<file path="src/rtl/axi4_reg_slice_if.sv">
// AXI4 interface bundle shared by both sides of the register slice.
// Master drives requests and write data; slave drives responses.
interface axi4_if #(
    parameter int ADDR_WIDTH = 32,
    parameter int DATA_WIDTH = 64,
    parameter int ID_WIDTH   = 4
);
    logic [ID_WIDTH-1:0]     AWID;
    logic [ADDR_WIDTH-1:0]   AWADDR;
    logic [7:0]              AWLEN;
    logic [2:0]              AWSIZE;
    logic [1:0]              AWBURST;
    logic [3:0]              AWCACHE;
    logic [2:0]              AWPROT;
    logic [3:0]              AWQOS;
    logic [3:0]              AWREGION;
    logic                    AWVALID;
    logic                    AWREADY;

    logic [DATA_WIDTH-1:0]   WDATA;
    logic [DATA_WIDTH/8-1:0] WSTRB;
    logic                    WLAST;
    logic                    WVALID;
    logic                    WREADY;

    logic [ID_WIDTH-1:0]     BID;
    logic [1:0]              BRESP;
    logic                    BVALID;
    logic                    BREADY;

    logic [ID_WIDTH-1:0]     ARID;
    logic [ADDR_WIDTH-1:0]   ARADDR;
    logic [7:0]              ARLEN;
    logic [2:0]              ARSIZE;
    logic [1:0]              ARBURST;
    logic [3:0]              ARCACHE;
    logic [2:0]              ARPROT;
    logic [3:0]              ARQOS;
    logic [3:0]              ARREGION;
    logic                    ARVALID;
    logic                    ARREADY;

    logic [ID_WIDTH-1:0]     RID;
    logic [DATA_WIDTH-1:0]   RDATA;
    logic [1:0]              RRESP;
    logic                    RLAST;
    logic                    RVALID;
    logic                    RREADY;

    modport master (
        output AWID, AWADDR, AWLEN, AWSIZE, AWBURST, AWCACHE,
        output AWPROT, AWQOS, AWREGION, AWVALID,
        input  AWREADY,
        output WDATA, WSTRB, WLAST, WVALID,
        input  WREADY,
        input  BID, BRESP, BVALID,
        output BREADY,
        output ARID, ARADDR, ARLEN, ARSIZE, ARBURST, ARCACHE,
        output ARPROT, ARQOS, ARREGION, ARVALID,
        input  ARREADY,
        input  RID, RDATA, RRESP, RLAST, RVALID,
        output RREADY
    );

    modport slave (
        input  AWID, AWADDR, AWLEN, AWSIZE, AWBURST, AWCACHE,
        input  AWPROT, AWQOS, AWREGION, AWVALID,
        output AWREADY,
        input  WDATA, WSTRB, WLAST, WVALID,
        output WREADY,
        output BID, BRESP, BVALID,
        input  BREADY,
        input  ARID, ARADDR, ARLEN, ARSIZE, ARBURST, ARCACHE,
        input  ARPROT, ARQOS, ARREGION, ARVALID,
        output ARREADY,
        output RID, RDATA, RRESP, RLAST, RVALID,
        input  RREADY
    );
endinterface

</file>
<file path="src/rtl/axi4_reg_slice.sv">
// AXI4 register slice: each channel is bypass, forward-registered or
// a two-entry skid buffer, chosen per channel by parameter.

// One valid/ready channel stage. MODE 0 = wires, 1 = forward, 2 = skid.
module axi4_reg_slice_chan #(
    parameter int WIDTH = 1,
    parameter int MODE  = 2
) (
    input  logic             clk_i,
    input  logic             rst_i,
    input  logic             src_valid_i,
    output logic             src_ready_o,
    input  logic [WIDTH-1:0] src_data_i,
    output logic             snk_valid_o,
    input  logic             snk_ready_i,
    output logic [WIDTH-1:0] snk_data_o
);
    generate
        if (MODE == 0) begin : g_bypass
            assign snk_valid_o = src_valid_i;
            assign snk_data_o  = src_data_i;
            assign src_ready_o = snk_ready_i;
        end else if (MODE == 1) begin : g_fwd
            logic             valid_q;
            logic             valid_d;
            logic [WIDTH-1:0] data_q;
            logic             src_hs;

            // Ready is open whenever the register is empty or drains now.
            assign src_ready_o = !rst_i && (!valid_q || snk_ready_i);
            assign snk_valid_o = !rst_i && valid_q;
            assign snk_data_o  = data_q;
            assign src_hs      = src_valid_i && src_ready_o;

            // A load keeps the register full; otherwise a sink ready drains it.
            always_comb begin
                valid_d = valid_q;
                if (src_hs) begin
                    valid_d = 1'b1;
                end else if (snk_ready_i) begin
                    valid_d = 1'b0;
                end
            end

            // Occupancy flag, cleared by reset.
            always_ff @(posedge clk_i) begin
                if (rst_i) begin
                    valid_q <= 1'b0;
                end else begin
                    valid_q <= valid_d;
                end
            end

            // Payload has no reset; it only matters while valid_q is set.
            always_ff @(posedge clk_i) begin
                if (src_hs) begin
                    data_q <= src_data_i;
                end
            end
        end else begin : g_skid
            logic             main_valid_q;
            logic             main_valid_d;
            logic             skid_valid_q;
            logic             skid_valid_d;
            logic [WIDTH-1:0] main_q;
            logic [WIDTH-1:0] skid_q;
            logic             src_hs;
            logic             main_free;
            logic             ld_main_skid;
            logic             ld_main_src;
            logic             ld_skid;

            // Ready depends only on the skid flag, so no path crosses sides.
            assign src_ready_o = !rst_i && !skid_valid_q;
            assign snk_valid_o = !rst_i && main_valid_q;
            assign snk_data_o  = main_q;
            assign src_hs      = src_valid_i && src_ready_o;
            assign main_free   = !main_valid_q || snk_ready_i;

            // Main refills from skid first so older beats leave first.
            always_comb begin
                main_valid_d = main_valid_q;
                skid_valid_d = skid_valid_q;
                ld_main_skid = 1'b0;
                ld_main_src  = 1'b0;
                ld_skid      = 1'b0;
                if (main_free) begin
                    if (skid_valid_q) begin
                        ld_main_skid = 1'b1;
                        main_valid_d = 1'b1;
                        skid_valid_d = 1'b0;
                    end else if (src_hs) begin
                        ld_main_src  = 1'b1;
                        main_valid_d = 1'b1;
                    end else begin
                        main_valid_d = 1'b0;
                    end
                end else if (src_hs) begin
                    ld_skid      = 1'b1;
                    skid_valid_d = 1'b1;
                end
            end

            // Occupancy flags, both emptied by reset.
            always_ff @(posedge clk_i) begin
                if (rst_i) begin
                    main_valid_q <= 1'b0;
                    skid_valid_q <= 1'b0;
                end else begin
                    main_valid_q <= main_valid_d;
                    skid_valid_q <= skid_valid_d;
                end
            end

            // Payload registers load only on their selected source.
            always_ff @(posedge clk_i) begin
                if (ld_main_skid) begin
                    main_q <= skid_q;
                end else if (ld_main_src) begin
                    main_q <= src_data_i;
                end
                if (ld_skid) begin
                    skid_q <= src_data_i;
                end
            end
        end
    endgenerate
endmodule

module axi4_reg_slice #(
    parameter int ADDR_WIDTH = 32,
    parameter int DATA_WIDTH = 64,
    parameter int ID_WIDTH   = 4,
    parameter int AW_MODE    = 2,
    parameter int W_MODE     = 2,
    parameter int B_MODE     = 2,
    parameter int AR_MODE    = 2,
    parameter int R_MODE     = 2
) (
    input logic    ACLK,
    input logic    ARESET,
    axi4_if.slave  s,
    axi4_if.master m
);
    localparam int AW_W = ID_WIDTH + ADDR_WIDTH + 8 + 3 + 2 + 4 + 3 + 4 + 4;
    localparam int W_W  = DATA_WIDTH + DATA_WIDTH / 8 + 1;
    localparam int B_W  = ID_WIDTH + 2;
    localparam int AR_W = ID_WIDTH + ADDR_WIDTH + 8 + 3 + 2 + 4 + 3 + 4;
    localparam int R_W  = ID_WIDTH + DATA_WIDTH + 2 + 1;

    logic [AW_W-1:0] aw_src, aw_snk;
    logic [W_W-1:0]  w_src,  w_snk;
    logic [B_W-1:0]  b_src,  b_snk;
    logic [AR_W-1:0] ar_src, ar_snk;
    logic [R_W-1:0]  r_src,  r_snk;

    assign aw_src = {s.AWID, s.AWADDR, s.AWLEN, s.AWSIZE, s.AWBURST,
                     s.AWCACHE, s.AWPROT, s.AWQOS, s.AWREGION};
    assign {m.AWID, m.AWADDR, m.AWLEN, m.AWSIZE, m.AWBURST,
            m.AWCACHE, m.AWPROT, m.AWQOS, m.AWREGION} = aw_snk;

    assign w_src = {s.WDATA, s.WSTRB, s.WLAST};
    assign {m.WDATA, m.WSTRB, m.WLAST} = w_snk;

    assign b_src = {m.BID, m.BRESP};
    assign {s.BID, s.BRESP} = b_snk;

    assign ar_src = {s.ARID, s.ARADDR, s.ARLEN, s.ARSIZE, s.ARBURST,
                     s.ARCACHE, s.ARPROT, s.ARREGION};
    assign {m.ARID, m.ARADDR, m.ARLEN, m.ARSIZE, m.ARBURST,
            m.ARCACHE, m.ARPROT, m.ARREGION} = ar_snk;
    assign m.ARQOS = '0;

    assign r_src = {m.RID, m.RDATA, m.RRESP, m.RLAST};
    assign {s.RID, s.RDATA, s.RRESP, s.RLAST} = r_snk;

    axi4_reg_slice_chan #(.WIDTH(AW_W), .MODE(AW_MODE)) u_aw (
        .clk_i(ACLK), .rst_i(ARESET),
        .src_valid_i(s.AWVALID), .src_ready_o(s.AWREADY), .src_data_i(aw_src),
        .snk_valid_o(m.AWVALID), .snk_ready_i(m.AWREADY), .snk_data_o(aw_snk)
    );

    axi4_reg_slice_chan #(.WIDTH(W_W), .MODE(W_MODE)) u_w (
        .clk_i(ACLK), .rst_i(ARESET),
        .src_valid_i(s.WVALID), .src_ready_o(s.WREADY), .src_data_i(w_src),
        .snk_valid_o(m.WVALID), .snk_ready_i(m.WREADY), .snk_data_o(w_snk)
    );

    axi4_reg_slice_chan #(.WIDTH(B_W), .MODE(B_MODE)) u_b (
        .clk_i(ACLK), .rst_i(ARESET),
        .src_valid_i(m.BVALID), .src_ready_o(m.BREADY), .src_data_i(b_src),
        .snk_valid_o(s.BVALID), .snk_ready_i(s.BREADY), .snk_data_o(b_snk)
    );

    axi4_reg_slice_chan #(.WIDTH(AR_W), .MODE(AR_MODE)) u_ar (
        .clk_i(ACLK), .rst_i(ARESET),
        .src_valid_i(s.ARVALID), .src_ready_o(s.ARREADY), .src_data_i(ar_src),
        .snk_valid_o(m.ARVALID), .snk_ready_i(m.ARREADY), .snk_data_o(ar_snk)
    );

    axi4_reg_slice_chan #(.WIDTH(R_W), .MODE(R_MODE)) u_r (
        .clk_i(ACLK), .rst_i(ARESET),
        .src_valid_i(m.RVALID), .src_ready_o(m.RREADY), .src_data_i(r_src),
        .snk_valid_o(s.RVALID), .snk_ready_i(s.RREADY), .snk_data_o(r_snk)
    );
endmodule

</file>
<file path="src/flat_wrapper.sv">
// flat-port wrapper written by rule: the top's interface ports become plain ports
module axi4_reg_slice_flat 
#(
    parameter int ADDR_WIDTH = 32,
    parameter int DATA_WIDTH = 64,
    parameter int ID_WIDTH   = 4,
    parameter int AW_MODE    = 2,
    parameter int W_MODE     = 2,
    parameter int B_MODE     = 2,
    parameter int AR_MODE    = 2,
    parameter int R_MODE     = 2
)
  (ACLK, ARESET, s_AWID, s_AWADDR, s_AWLEN, s_AWSIZE, s_AWBURST, s_AWCACHE, s_AWPROT, s_AWQOS, s_AWREGION, s_AWVALID, s_AWREADY, s_WDATA, s_WSTRB, s_WLAST, s_WVALID, s_WREADY, s_BID, s_BRESP, s_BVALID, s_BREADY, s_ARID, s_ARADDR, s_ARLEN, s_ARSIZE, s_ARBURST, s_ARCACHE, s_ARPROT, s_ARQOS, s_ARREGION, s_ARVALID, s_ARREADY, s_RID, s_RDATA, s_RRESP, s_RLAST, s_RVALID, s_RREADY, m_AWID, m_AWADDR, m_AWLEN, m_AWSIZE, m_AWBURST, m_AWCACHE, m_AWPROT, m_AWQOS, m_AWREGION, m_AWVALID, m_AWREADY, m_WDATA, m_WSTRB, m_WLAST, m_WVALID, m_WREADY, m_BID, m_BRESP, m_BVALID, m_BREADY, m_ARID, m_ARADDR, m_ARLEN, m_ARSIZE, m_ARBURST, m_ARCACHE, m_ARPROT, m_ARQOS, m_ARREGION, m_ARVALID, m_ARREADY, m_RID, m_RDATA, m_RRESP, m_RLAST, m_RVALID, m_RREADY);
  axi4_if #(.ADDR_WIDTH(ADDR_WIDTH), .DATA_WIDTH(DATA_WIDTH), .ID_WIDTH(ID_WIDTH)) s_i ();
  axi4_if #(.ADDR_WIDTH(ADDR_WIDTH), .DATA_WIDTH(DATA_WIDTH), .ID_WIDTH(ID_WIDTH)) m_i ();
  input logic ACLK;
  input logic ARESET;
  input wire logic [$bits(s_i.AWID)-1:0] s_AWID;
  input wire logic [$bits(s_i.AWADDR)-1:0] s_AWADDR;
  input wire logic [$bits(s_i.AWLEN)-1:0] s_AWLEN;
  input wire logic [$bits(s_i.AWSIZE)-1:0] s_AWSIZE;
  input wire logic [$bits(s_i.AWBURST)-1:0] s_AWBURST;
  input wire logic [$bits(s_i.AWCACHE)-1:0] s_AWCACHE;
  input wire logic [$bits(s_i.AWPROT)-1:0] s_AWPROT;
  input wire logic [$bits(s_i.AWQOS)-1:0] s_AWQOS;
  input wire logic [$bits(s_i.AWREGION)-1:0] s_AWREGION;
  input wire logic [$bits(s_i.AWVALID)-1:0] s_AWVALID;
  output wire logic [$bits(s_i.AWREADY)-1:0] s_AWREADY;
  input wire logic [$bits(s_i.WDATA)-1:0] s_WDATA;
  input wire logic [$bits(s_i.WSTRB)-1:0] s_WSTRB;
  input wire logic [$bits(s_i.WLAST)-1:0] s_WLAST;
  input wire logic [$bits(s_i.WVALID)-1:0] s_WVALID;
  output wire logic [$bits(s_i.WREADY)-1:0] s_WREADY;
  output wire logic [$bits(s_i.BID)-1:0] s_BID;
  output wire logic [$bits(s_i.BRESP)-1:0] s_BRESP;
  output wire logic [$bits(s_i.BVALID)-1:0] s_BVALID;
  input wire logic [$bits(s_i.BREADY)-1:0] s_BREADY;
  input wire logic [$bits(s_i.ARID)-1:0] s_ARID;
  input wire logic [$bits(s_i.ARADDR)-1:0] s_ARADDR;
  input wire logic [$bits(s_i.ARLEN)-1:0] s_ARLEN;
  input wire logic [$bits(s_i.ARSIZE)-1:0] s_ARSIZE;
  input wire logic [$bits(s_i.ARBURST)-1:0] s_ARBURST;
  input wire logic [$bits(s_i.ARCACHE)-1:0] s_ARCACHE;
  input wire logic [$bits(s_i.ARPROT)-1:0] s_ARPROT;
  input wire logic [$bits(s_i.ARQOS)-1:0] s_ARQOS;
  input wire logic [$bits(s_i.ARREGION)-1:0] s_ARREGION;
  input wire logic [$bits(s_i.ARVALID)-1:0] s_ARVALID;
  output wire logic [$bits(s_i.ARREADY)-1:0] s_ARREADY;
  output wire logic [$bits(s_i.RID)-1:0] s_RID;
  output wire logic [$bits(s_i.RDATA)-1:0] s_RDATA;
  output wire logic [$bits(s_i.RRESP)-1:0] s_RRESP;
  output wire logic [$bits(s_i.RLAST)-1:0] s_RLAST;
  output wire logic [$bits(s_i.RVALID)-1:0] s_RVALID;
  input wire logic [$bits(s_i.RREADY)-1:0] s_RREADY;
  output wire logic [$bits(m_i.AWID)-1:0] m_AWID;
  output wire logic [$bits(m_i.AWADDR)-1:0] m_AWADDR;
  output wire logic [$bits(m_i.AWLEN)-1:0] m_AWLEN;
  output wire logic [$bits(m_i.AWSIZE)-1:0] m_AWSIZE;
  output wire logic [$bits(m_i.AWBURST)-1:0] m_AWBURST;
  output wire logic [$bits(m_i.AWCACHE)-1:0] m_AWCACHE;
  output wire logic [$bits(m_i.AWPROT)-1:0] m_AWPROT;
  output wire logic [$bits(m_i.AWQOS)-1:0] m_AWQOS;
  output wire logic [$bits(m_i.AWREGION)-1:0] m_AWREGION;
  output wire logic [$bits(m_i.AWVALID)-1:0] m_AWVALID;
  input wire logic [$bits(m_i.AWREADY)-1:0] m_AWREADY;
  output wire logic [$bits(m_i.WDATA)-1:0] m_WDATA;
  output wire logic [$bits(m_i.WSTRB)-1:0] m_WSTRB;
  output wire logic [$bits(m_i.WLAST)-1:0] m_WLAST;
  output wire logic [$bits(m_i.WVALID)-1:0] m_WVALID;
  input wire logic [$bits(m_i.WREADY)-1:0] m_WREADY;
  input wire logic [$bits(m_i.BID)-1:0] m_BID;
  input wire logic [$bits(m_i.BRESP)-1:0] m_BRESP;
  input wire logic [$bits(m_i.BVALID)-1:0] m_BVALID;
  output wire logic [$bits(m_i.BREADY)-1:0] m_BREADY;
  output wire logic [$bits(m_i.ARID)-1:0] m_ARID;
  output wire logic [$bits(m_i.ARADDR)-1:0] m_ARADDR;
  output wire logic [$bits(m_i.ARLEN)-1:0] m_ARLEN;
  output wire logic [$bits(m_i.ARSIZE)-1:0] m_ARSIZE;
  output wire logic [$bits(m_i.ARBURST)-1:0] m_ARBURST;
  output wire logic [$bits(m_i.ARCACHE)-1:0] m_ARCACHE;
  output wire logic [$bits(m_i.ARPROT)-1:0] m_ARPROT;
  output wire logic [$bits(m_i.ARQOS)-1:0] m_ARQOS;
  output wire logic [$bits(m_i.ARREGION)-1:0] m_ARREGION;
  output wire logic [$bits(m_i.ARVALID)-1:0] m_ARVALID;
  input wire logic [$bits(m_i.ARREADY)-1:0] m_ARREADY;
  input wire logic [$bits(m_i.RID)-1:0] m_RID;
  input wire logic [$bits(m_i.RDATA)-1:0] m_RDATA;
  input wire logic [$bits(m_i.RRESP)-1:0] m_RRESP;
  input wire logic [$bits(m_i.RLAST)-1:0] m_RLAST;
  input wire logic [$bits(m_i.RVALID)-1:0] m_RVALID;
  output wire logic [$bits(m_i.RREADY)-1:0] m_RREADY;
  assign s_i.AWID = s_AWID;
  assign s_i.AWADDR = s_AWADDR;
  assign s_i.AWLEN = s_AWLEN;
  assign s_i.AWSIZE = s_AWSIZE;
  assign s_i.AWBURST = s_AWBURST;
  assign s_i.AWCACHE = s_AWCACHE;
  assign s_i.AWPROT = s_AWPROT;
  assign s_i.AWQOS = s_AWQOS;
  assign s_i.AWREGION = s_AWREGION;
  assign s_i.AWVALID = s_AWVALID;
  assign s_AWREADY = s_i.AWREADY;
  assign s_i.WDATA = s_WDATA;
  assign s_i.WSTRB = s_WSTRB;
  assign s_i.WLAST = s_WLAST;
  assign s_i.WVALID = s_WVALID;
  assign s_WREADY = s_i.WREADY;
  assign s_BID = s_i.BID;
  assign s_BRESP = s_i.BRESP;
  assign s_BVALID = s_i.BVALID;
  assign s_i.BREADY = s_BREADY;
  assign s_i.ARID = s_ARID;
  assign s_i.ARADDR = s_ARADDR;
  assign s_i.ARLEN = s_ARLEN;
  assign s_i.ARSIZE = s_ARSIZE;
  assign s_i.ARBURST = s_ARBURST;
  assign s_i.ARCACHE = s_ARCACHE;
  assign s_i.ARPROT = s_ARPROT;
  assign s_i.ARQOS = s_ARQOS;
  assign s_i.ARREGION = s_ARREGION;
  assign s_i.ARVALID = s_ARVALID;
  assign s_ARREADY = s_i.ARREADY;
  assign s_RID = s_i.RID;
  assign s_RDATA = s_i.RDATA;
  assign s_RRESP = s_i.RRESP;
  assign s_RLAST = s_i.RLAST;
  assign s_RVALID = s_i.RVALID;
  assign s_i.RREADY = s_RREADY;
  assign m_AWID = m_i.AWID;
  assign m_AWADDR = m_i.AWADDR;
  assign m_AWLEN = m_i.AWLEN;
  assign m_AWSIZE = m_i.AWSIZE;
  assign m_AWBURST = m_i.AWBURST;
  assign m_AWCACHE = m_i.AWCACHE;
  assign m_AWPROT = m_i.AWPROT;
  assign m_AWQOS = m_i.AWQOS;
  assign m_AWREGION = m_i.AWREGION;
  assign m_AWVALID = m_i.AWVALID;
  assign m_i.AWREADY = m_AWREADY;
  assign m_WDATA = m_i.WDATA;
  assign m_WSTRB = m_i.WSTRB;
  assign m_WLAST = m_i.WLAST;
  assign m_WVALID = m_i.WVALID;
  assign m_i.WREADY = m_WREADY;
  assign m_i.BID = m_BID;
  assign m_i.BRESP = m_BRESP;
  assign m_i.BVALID = m_BVALID;
  assign m_BREADY = m_i.BREADY;
  assign m_ARID = m_i.ARID;
  assign m_ARADDR = m_i.ARADDR;
  assign m_ARLEN = m_i.ARLEN;
  assign m_ARSIZE = m_i.ARSIZE;
  assign m_ARBURST = m_i.ARBURST;
  assign m_ARCACHE = m_i.ARCACHE;
  assign m_ARPROT = m_i.ARPROT;
  assign m_ARQOS = m_i.ARQOS;
  assign m_ARREGION = m_i.ARREGION;
  assign m_ARVALID = m_i.ARVALID;
  assign m_i.ARREADY = m_ARREADY;
  assign m_i.RID = m_RID;
  assign m_i.RDATA = m_RDATA;
  assign m_i.RRESP = m_RRESP;
  assign m_i.RLAST = m_RLAST;
  assign m_i.RVALID = m_RVALID;
  assign m_RREADY = m_i.RREADY;
  axi4_reg_slice #(.ADDR_WIDTH(ADDR_WIDTH), .DATA_WIDTH(DATA_WIDTH), .ID_WIDTH(ID_WIDTH), .AW_MODE(AW_MODE), .W_MODE(W_MODE), .B_MODE(B_MODE), .AR_MODE(AR_MODE), .R_MODE(R_MODE)) u_core (.ACLK(ACLK), .ARESET(ARESET), .s(s_i), .m(m_i));
endmodule
</file>
<file path="config.mk">
export PLATFORM = sky130hd
export DESIGN_NAME = axi4_reg_slice_flat
export DESIGN_NICKNAME = d
export VERILOG_FILES = /design/src/rtl/axi4_reg_slice_if.sv /design/src/rtl/axi4_reg_slice.sv /design/src/flat_wrapper.sv
export SDC_FILE = /design/constraint.sdc
export NUM_CORES = 1
export LEC_CHECK = 0
export CAP_MARGIN = 40
export CORE_AREA = 2 2 229 231
export CTS_CLUSTER_SIZE = 16
export DETAILED_ROUTE_END_ITERATION = 7
export DIE_AREA = 0 0 231 233
export PLACE_DENSITY = 0.71
export SLEW_MARGIN = 20
export SYNTH_ARGS = -nofsm -noshare
export SYNTH_HDL_FRONTEND = slang
export SYNTH_SLANG_ARGS = --single-unit
</file>
<file path="constraint.sdc">
create_clock -name ACLK -period 7.76 [get_ports ACLK]
set_input_delay 1.94 -clock ACLK [delete_from_list [all_inputs] [get_ports ACLK]]
set_output_delay 1.94 -clock ACLK [all_outputs]
set_load 0.05 [all_outputs]
</file>
==> impl_metrics.tcl, run 1 <==
set metrics [dict create \
    status "complete, no violations" \
    final_cell_mix "clkdlybuf4s50_1 (569), edfxtp_1 (548), mux2_2 (267)" \
    syn_avg_cell_area_um2 22.07 \
    required_ns 5.82 \
    hpwl_mm 34.74 \
    fillers 3883 \
    clkLatencyLatePin_ns 0.59 \
    tritoncts "done" \
    cp-end-kind "output port" \
    vias 11040 \
    placed_area_mm2 0.02695 \
    cts_max_level 2 \
    rr_worst_depth 3 \
    worstHoldStart "u_core.u_w.g_skid.skid_q[65]" \
    period_share 0.7648 \
    die_y_um 233 \
    clk_pin_slew_ns 0.06 \
    fin_cells 2284 \
    die_x_um 231 \
    cp_common_cell "clkdlybuf4s50_1" \
    fin_nets 1836 \
    cp-start-kind "primary input" \
    grt_max_degree 65 \
    final_antenna_net_count 0 \
    cts_resized 0 \
    layout_commonest_cell "clkdlybuf4s50_1" \
    min_to "u_core.u_w.snk_data_o[65]" \
    drive_gt1_frac 0.2445 \
    drc 0 \
    rsz0062_at_grt "false" \
    ys_ff_latch 558 \
    cts_buffers 58 \
    hold_viol 0 \
    ir_worst_vdd_mv 0.1947 \
    synth_warnings 0 \
    initial_core_util 0.3995 \
    ys_types 21 \
    grtUsageTotal 0.1787 \
    postSynthCellCount 925 \
    path_max_fanout 9 \
    critical_path.cell_chain "clkdlybuf4s50_1 > buf_8 > nor2b_1 > clkdlybuf4s50_1" \
    grt_overflow 0 \
    numClockSinks 558 \
    syn_area_mm2 0.02041 \
    grt_pass1_vias 11490 \
    setup_tns_ns 0 \
    slew_viol_final 0 \
    finalWirelength_mm 49.32 \
    cp.arrival_ns 3.99 \
    r2r_end "u_core.u_w.g_skid.skid_q[27]" \
    yosysSeqAreaShare 0.8160 \
    wl_per_cell_um 21.60 \
    finClkSkew_ns 0.01308 \
    timing.rr.start "u_core.u_w.g_skid.main_valid_q" \
    layout_min_cycle_time_ns 5.935 \
    area_growth_pct 41.96 \
    max_stage_delay_ns 0.89 \
    gp_congestion 0.7977 \
    drt_iter0_markers 638 \
    io_pins 578 \
    io_buffers 569 \
    total_power_uw 7027 \
    cts_setup_buffers 0 \
    dieArea_mm2 0.05382 \
    holdPathStages 1 \
    critPathSlowestCell "clkdlybuf4s50_1" \
    cp_num_buf_inv 3 \
    switching_share 0.2294 \
    p_per_area_mw_per_mm2 242.5 \
    leakagePower_uw 0.009807 \
    dr.pass1.iters 4 \
    placed_cells 2163 \
    fin_area_mm2 0.02898 \
    grt_antenna_before_repair 12 \
    grt_pass1_wl_mm 72.18 \
    p_clk_frac 0.396 \
    cap_violations 0 \
    rows 83 \
    tightest_slew_ns 0.8289 \
    slew_headroom 0.4474 \
    net-switching-power_uw 1612 \
    min_path_type "reg2reg" \
    sequentialPowerShare 0.493 \
    r2r_setup_slack_ns 5.34 \
    fmax_ghz 0.1685 \
    combPwrFrac 0.111 \
    hold_buffers 0 \
    coreArea_mm2 0.05109 \
    cts_max_path_buffers 3 \
    worstSetupPathType "in2out" \
    setup_viol 0 \
    root_buffer "clkbuf_16" \
    startpoint "ARESET" \
    power.internal_uw 5415 \
    crit_family "buffers and inverters" \
    vias_per_cell 4.833 \
]
-- cells in the mapped netlist (all sizes together) --
cell type | number | area, µm²
buf | 31 | 327.8
dfxtp | 10 | 200.2
conb | 1 | 3.750
inv | 5 | 18.77
edfxtp | 548 | 16460
nand2 | 6 | 52.55
nor2 | 15 | 56.30
mux2 | 274 | 3085
nor3b | 1 | 7.510
nor2b | 6 | 37.54
nor3 | 4 | 20.02
clkbuf | 1 | 3.750
nand2b | 5 | 46.30
a21oi | 14 | 70.07
and3 | 4 | 25.02
-- flip-flops by register name, indices dropped and copies added (netlist names), 6 cells and up --
name,flops
u_core.u_w.snk_data_o,73
u_core.u_w.g_skid.skid_q,73
u_core.u_r.snk_data_o,71
u_core.u_ar.snk_data_o,60
u_core.u_ar.g_skid.skid_q,60
u_core.u_b.snk_data_o,6
u_core.u_aw.snk_data_o,64
u_core.u_aw.g_skid.skid_q,64
u_core.u_r.g_skid.skid_q,71
u_core.u_b.g_skid.skid_q,6
-- per-stage QoR --
stage / setup WS [ns] / hold WS (ns) / util
after floorplan: 1.454 / 0.4924 / -
after global placement: 1.624 / 0.5088 / 0.5239
after detailed placement: 1.805 / 0.5163 / 0.5274
after CTS: 1.802 / 0.5299 / 0.5650
after global routing: 1.784 / 0.5451 / 0.5670
final: 1.825 / 0.5255 / 0.5671
-- power by group through the flow --
stage	clock (µW)	sequential (µW)	combinational (µW)
2_1_floorplan	0	3790	154
3_3_place_gp	0	3520	760
3_5_place_dp	0	3530	779
4_1_cts	2860	3460	784
5_1_grt	2980	3470	814
6_report	2780	3460	780
-- per-layer routing --
| layer | GRT usage | wire, µm | part of all wire | up-vias |
|---|---|---|---|---|
| met3 | 0.05858 | 4055 | 0.082 | 99 |
| met1 | 0.2062 | 18440 | 0.37 | 5599 |
| met2 | 0.3053 | 25250 | 0.51 | 397 |
| met5 | 0 | 34 | 0.00069 | - |
| li1 | - | - | - | 4937 |
| met4 | 0.07581 | 1534 | 0.031 | 6 |
-- cells by family after synthesis --
kind of cell | Yosys count | share of synthesized area
AO/OA/AOI/OAI | 14 | 0.003433
buffers and inverters | 37 | 0.01716
flip-flops | 558 | 0.8160
multiplexers | 274 | 0.1512
other | 1 | 0.0001837
AND/OR/NAND/NOR | 41 | 0.01202
-- worst max-delay path by stage --
stage                                to  slack, ns  depth (start not counted)
3_3_place_gp                  m_AWVALID       1.62                          3
4_1_cts                       m_AWVALID       1.80                          4
5_1_grt                       m_AWVALID       1.78                          4
2_1_floorplan  u_core.u_r.snk_data_o[0]       1.45                          4
6_report                      m_AWVALID       1.83                          4
3_5_place_dp                  m_AWVALID       1.81                          4
-- cell type report --
type | instances | area [µm²] | area share
antenna | 9 | 22.52 | 0.0007773
clock buffer | 76 | 1560 | 0.05385
clock inverter | 33 | 364.1 | 0.01257
inverter | 5 | 18.77 | 0.0006477
multi-input combinational | 333 | 3472 | 0.1198
sequential | 558 | 16660 | 0.5748
tap | 680 | 850.8 | 0.02936
timing repair buffer | 590 | 6031 | 0.2081
Note: power is estimated with default switching activity, not from simulation.
==> run 2, diff against run 1 <==
Clock period 7.76 ns to 4.97 ns, I/O delays scaled along.
==> run 2 against run 1 <==
Count of clock-buffer cells in the layout shrank 8. Flip-flop and latch count is the same. Non-clock buffer count shrank 5. Global-route usage is essentially flat. Final cell count shrank 0.70%. Combinational power grew 55%. Wire length is essentially flat. Die area is the same. Utilization shrank 0.48 points. Critical path depth is the same. Via count shrank 1.6%. Largest cell class unchanged. Largest power group unchanged. Highest routed layer is now met4.
==> impl_metrics.tcl, run 2 (synthesized netlist as in run 1, its figures left out) <==
set metrics [dict create \
    status "complete, no violations" \
    slew_viol_final 0 \
    area_growth_pct 40.76 \
    cp.arrival_ns 2.74 \
    cts_resized 0 \
    power.internal_uw 8224 \
    p_per_area_mw_per_mm2 372.9 \
    final_cell_mix "clkdlybuf4s50_1 (559), edfxtp_1 (548), mux2_2 (267)" \
    ir_worst_vdd_mv 0.2912 \
    dr.pass1.iters 4 \
    fin_util 0.5623 \
    grt_antenna_before_repair 4 \
    io_buffers 569 \
    net-switching-power_uw 2491 \
    drt_iter0_markers 609 \
    startpoint "ARESET" \
    fmax_ghz 0.2513 \
    finalWirelength_mm 49.31 \
    fin_nets 1830 \
    slew_headroom 0.5698 \
    cp-start-kind "primary input" \
    vias_per_cell 4.789 \
    hold_viol 0 \
    initial_core_util 0.3995 \
    grt_pass1_wl_mm 71.95 \
    worstSetupPathType "in2out" \
    wl_per_cell_um 21.74 \
    p_clk_frac 0.383 \
    vias 10860 \
    placed_area_mm2 0.02695 \
    drive_gt1_frac 0.2416 \
    final_antenna_net_count 0 \
    clk_pin_slew_ns 0.06 \
    setup_tns_ns 0 \
    cts_setup_buffers 0 \
    tightest_slew_ns 0.6453 \
    hold_buffers 0 \
    grtUsageTotal 0.1785 \
    layout_min_cycle_time_ns 3.979 \
    numClockSinks 558 \
    cap_violations 0 \
    die_y_um 233 \
    tritoncts "done" \
    coreArea_mm2 0.05109 \
    combPwrFrac 0.113 \
    switching_share 0.2324 \
    cts_max_level 2 \
    cp-end-kind "output port" \
    clkLatencyLatePin_ns 0.60 \
    drc 0 \
    leakagePower_uw 0.009707 \
    cts_max_path_buffers 3 \
    rows 83 \
    min_path_type "reg2reg" \
    timing.rr.start "u_core.u_r.g_skid.main_valid_q" \
    period_share 0.8006 \
    grt_max_degree 74 \
    dieArea_mm2 0.05382 \
    hpwl_mm 34.59 \
    grt_overflow 0 \
    setup_viol 0 \
    required_ns 3.73 \
    sequentialPowerShare 0.504 \
    finClkSkew_ns 0.01998 \
    total_power_uw 10710 \
    grt_pass1_vias 11480 \
    cts_buffers 57 \
    layout_commonest_cell "clkdlybuf4s50_1" \
    r2r_setup_slack_ns 2.99 \
    root_buffer "clkbuf_16" \
    fin_area_mm2 0.02873 \
    gp_congestion 0.7848 \
    hold_ws_ns 0.5411 \
    die_x_um 231 \
    io_pins 578 \
    rsz0062_at_grt "false" \
    worstHoldStart "u_core.u_w.g_skid.skid_q[7]" \
    path_max_fanout 11 \
]
run 2: cell count changes in the layout (fill, tap and decap cells not counted), sizes merged:
cell / before / now
bufinv: 7 / 4
clkinv: 20 / 29
buf: 21 / 26
diode: 9 / 3
clkbuf: 76 / 68
clkdlybuf4s50: 569 / 559
clkinvlp: 3 / 2
inv: 8 / 6
run 2: critical path: stages:
cell	delay [ns]
clkdlybuf4s50_1	0.74
buf_4	0.36
nor2b_1	0.15
buf_4	0.23
run 2: power by group through the flow:
| stage | Combinational, µW | Clock, µW | Sequential [µW] |
|---|---|---|---|
| after floorplan | 241 | 0 | 5910 |
| after global placement | 1200 | 0 | 5500 |
| after detailed placement | 1220 | 0 | 5500 |
| after CTS | 1230 | 4200 | 5410 |
| after global routing | 1270 | 4370 | 5420 |
| final | 1210 | 4100 | 5400 |
run 2: layer usage:
metal / part of all wire / vias up / GRT usage / routed length [µm]
met2: 0.49 / 408 / 0.2933 / 24310
met5: 0 / - / 0 / 0
met3: 0.088 / 91 / 0.06593 / 4340
met4: 0.030 / 0 / 0.06532 / 1481
met1: 0.39 / 5453 / 0.2156 / 19190
li1: - / 4909 / - / -
run 2: final cells by class:
cell class	instances	area, µm²
fill	3928	22360
sequential	558	16660
timing repair buffer	585	5948
multi-input combinational	333	3472
clock buffer	68	1510
tap	680	850.8
clock inverter	36	266.5
inverter	5	18.77
antenna	3	7.507
run 2: through the flow:
step | worst slack, ns | cells
3_3_place_gp | 0.9105 | 2156
5_1_grt | 0.9050 | 2268
3_5_place_dp | 0.9045 | 2161
4_1_cts | 0.9057 | 2265
6_report | 0.9911 | 2268
2_1_floorplan | -0.2422 | 928
run 2: path summary, 6_finish.rpt:
path | endpoint | cells after the start
hold / removal | u_core.u_w.snk_data_o[7] | 1
hold reg to reg | u_core.u_w.snk_data_o[7] | 1
setup reg to reg | u_core.u_r.g_skid.skid_q[42] | 3
setup / recovery | m_ARVALID | 4
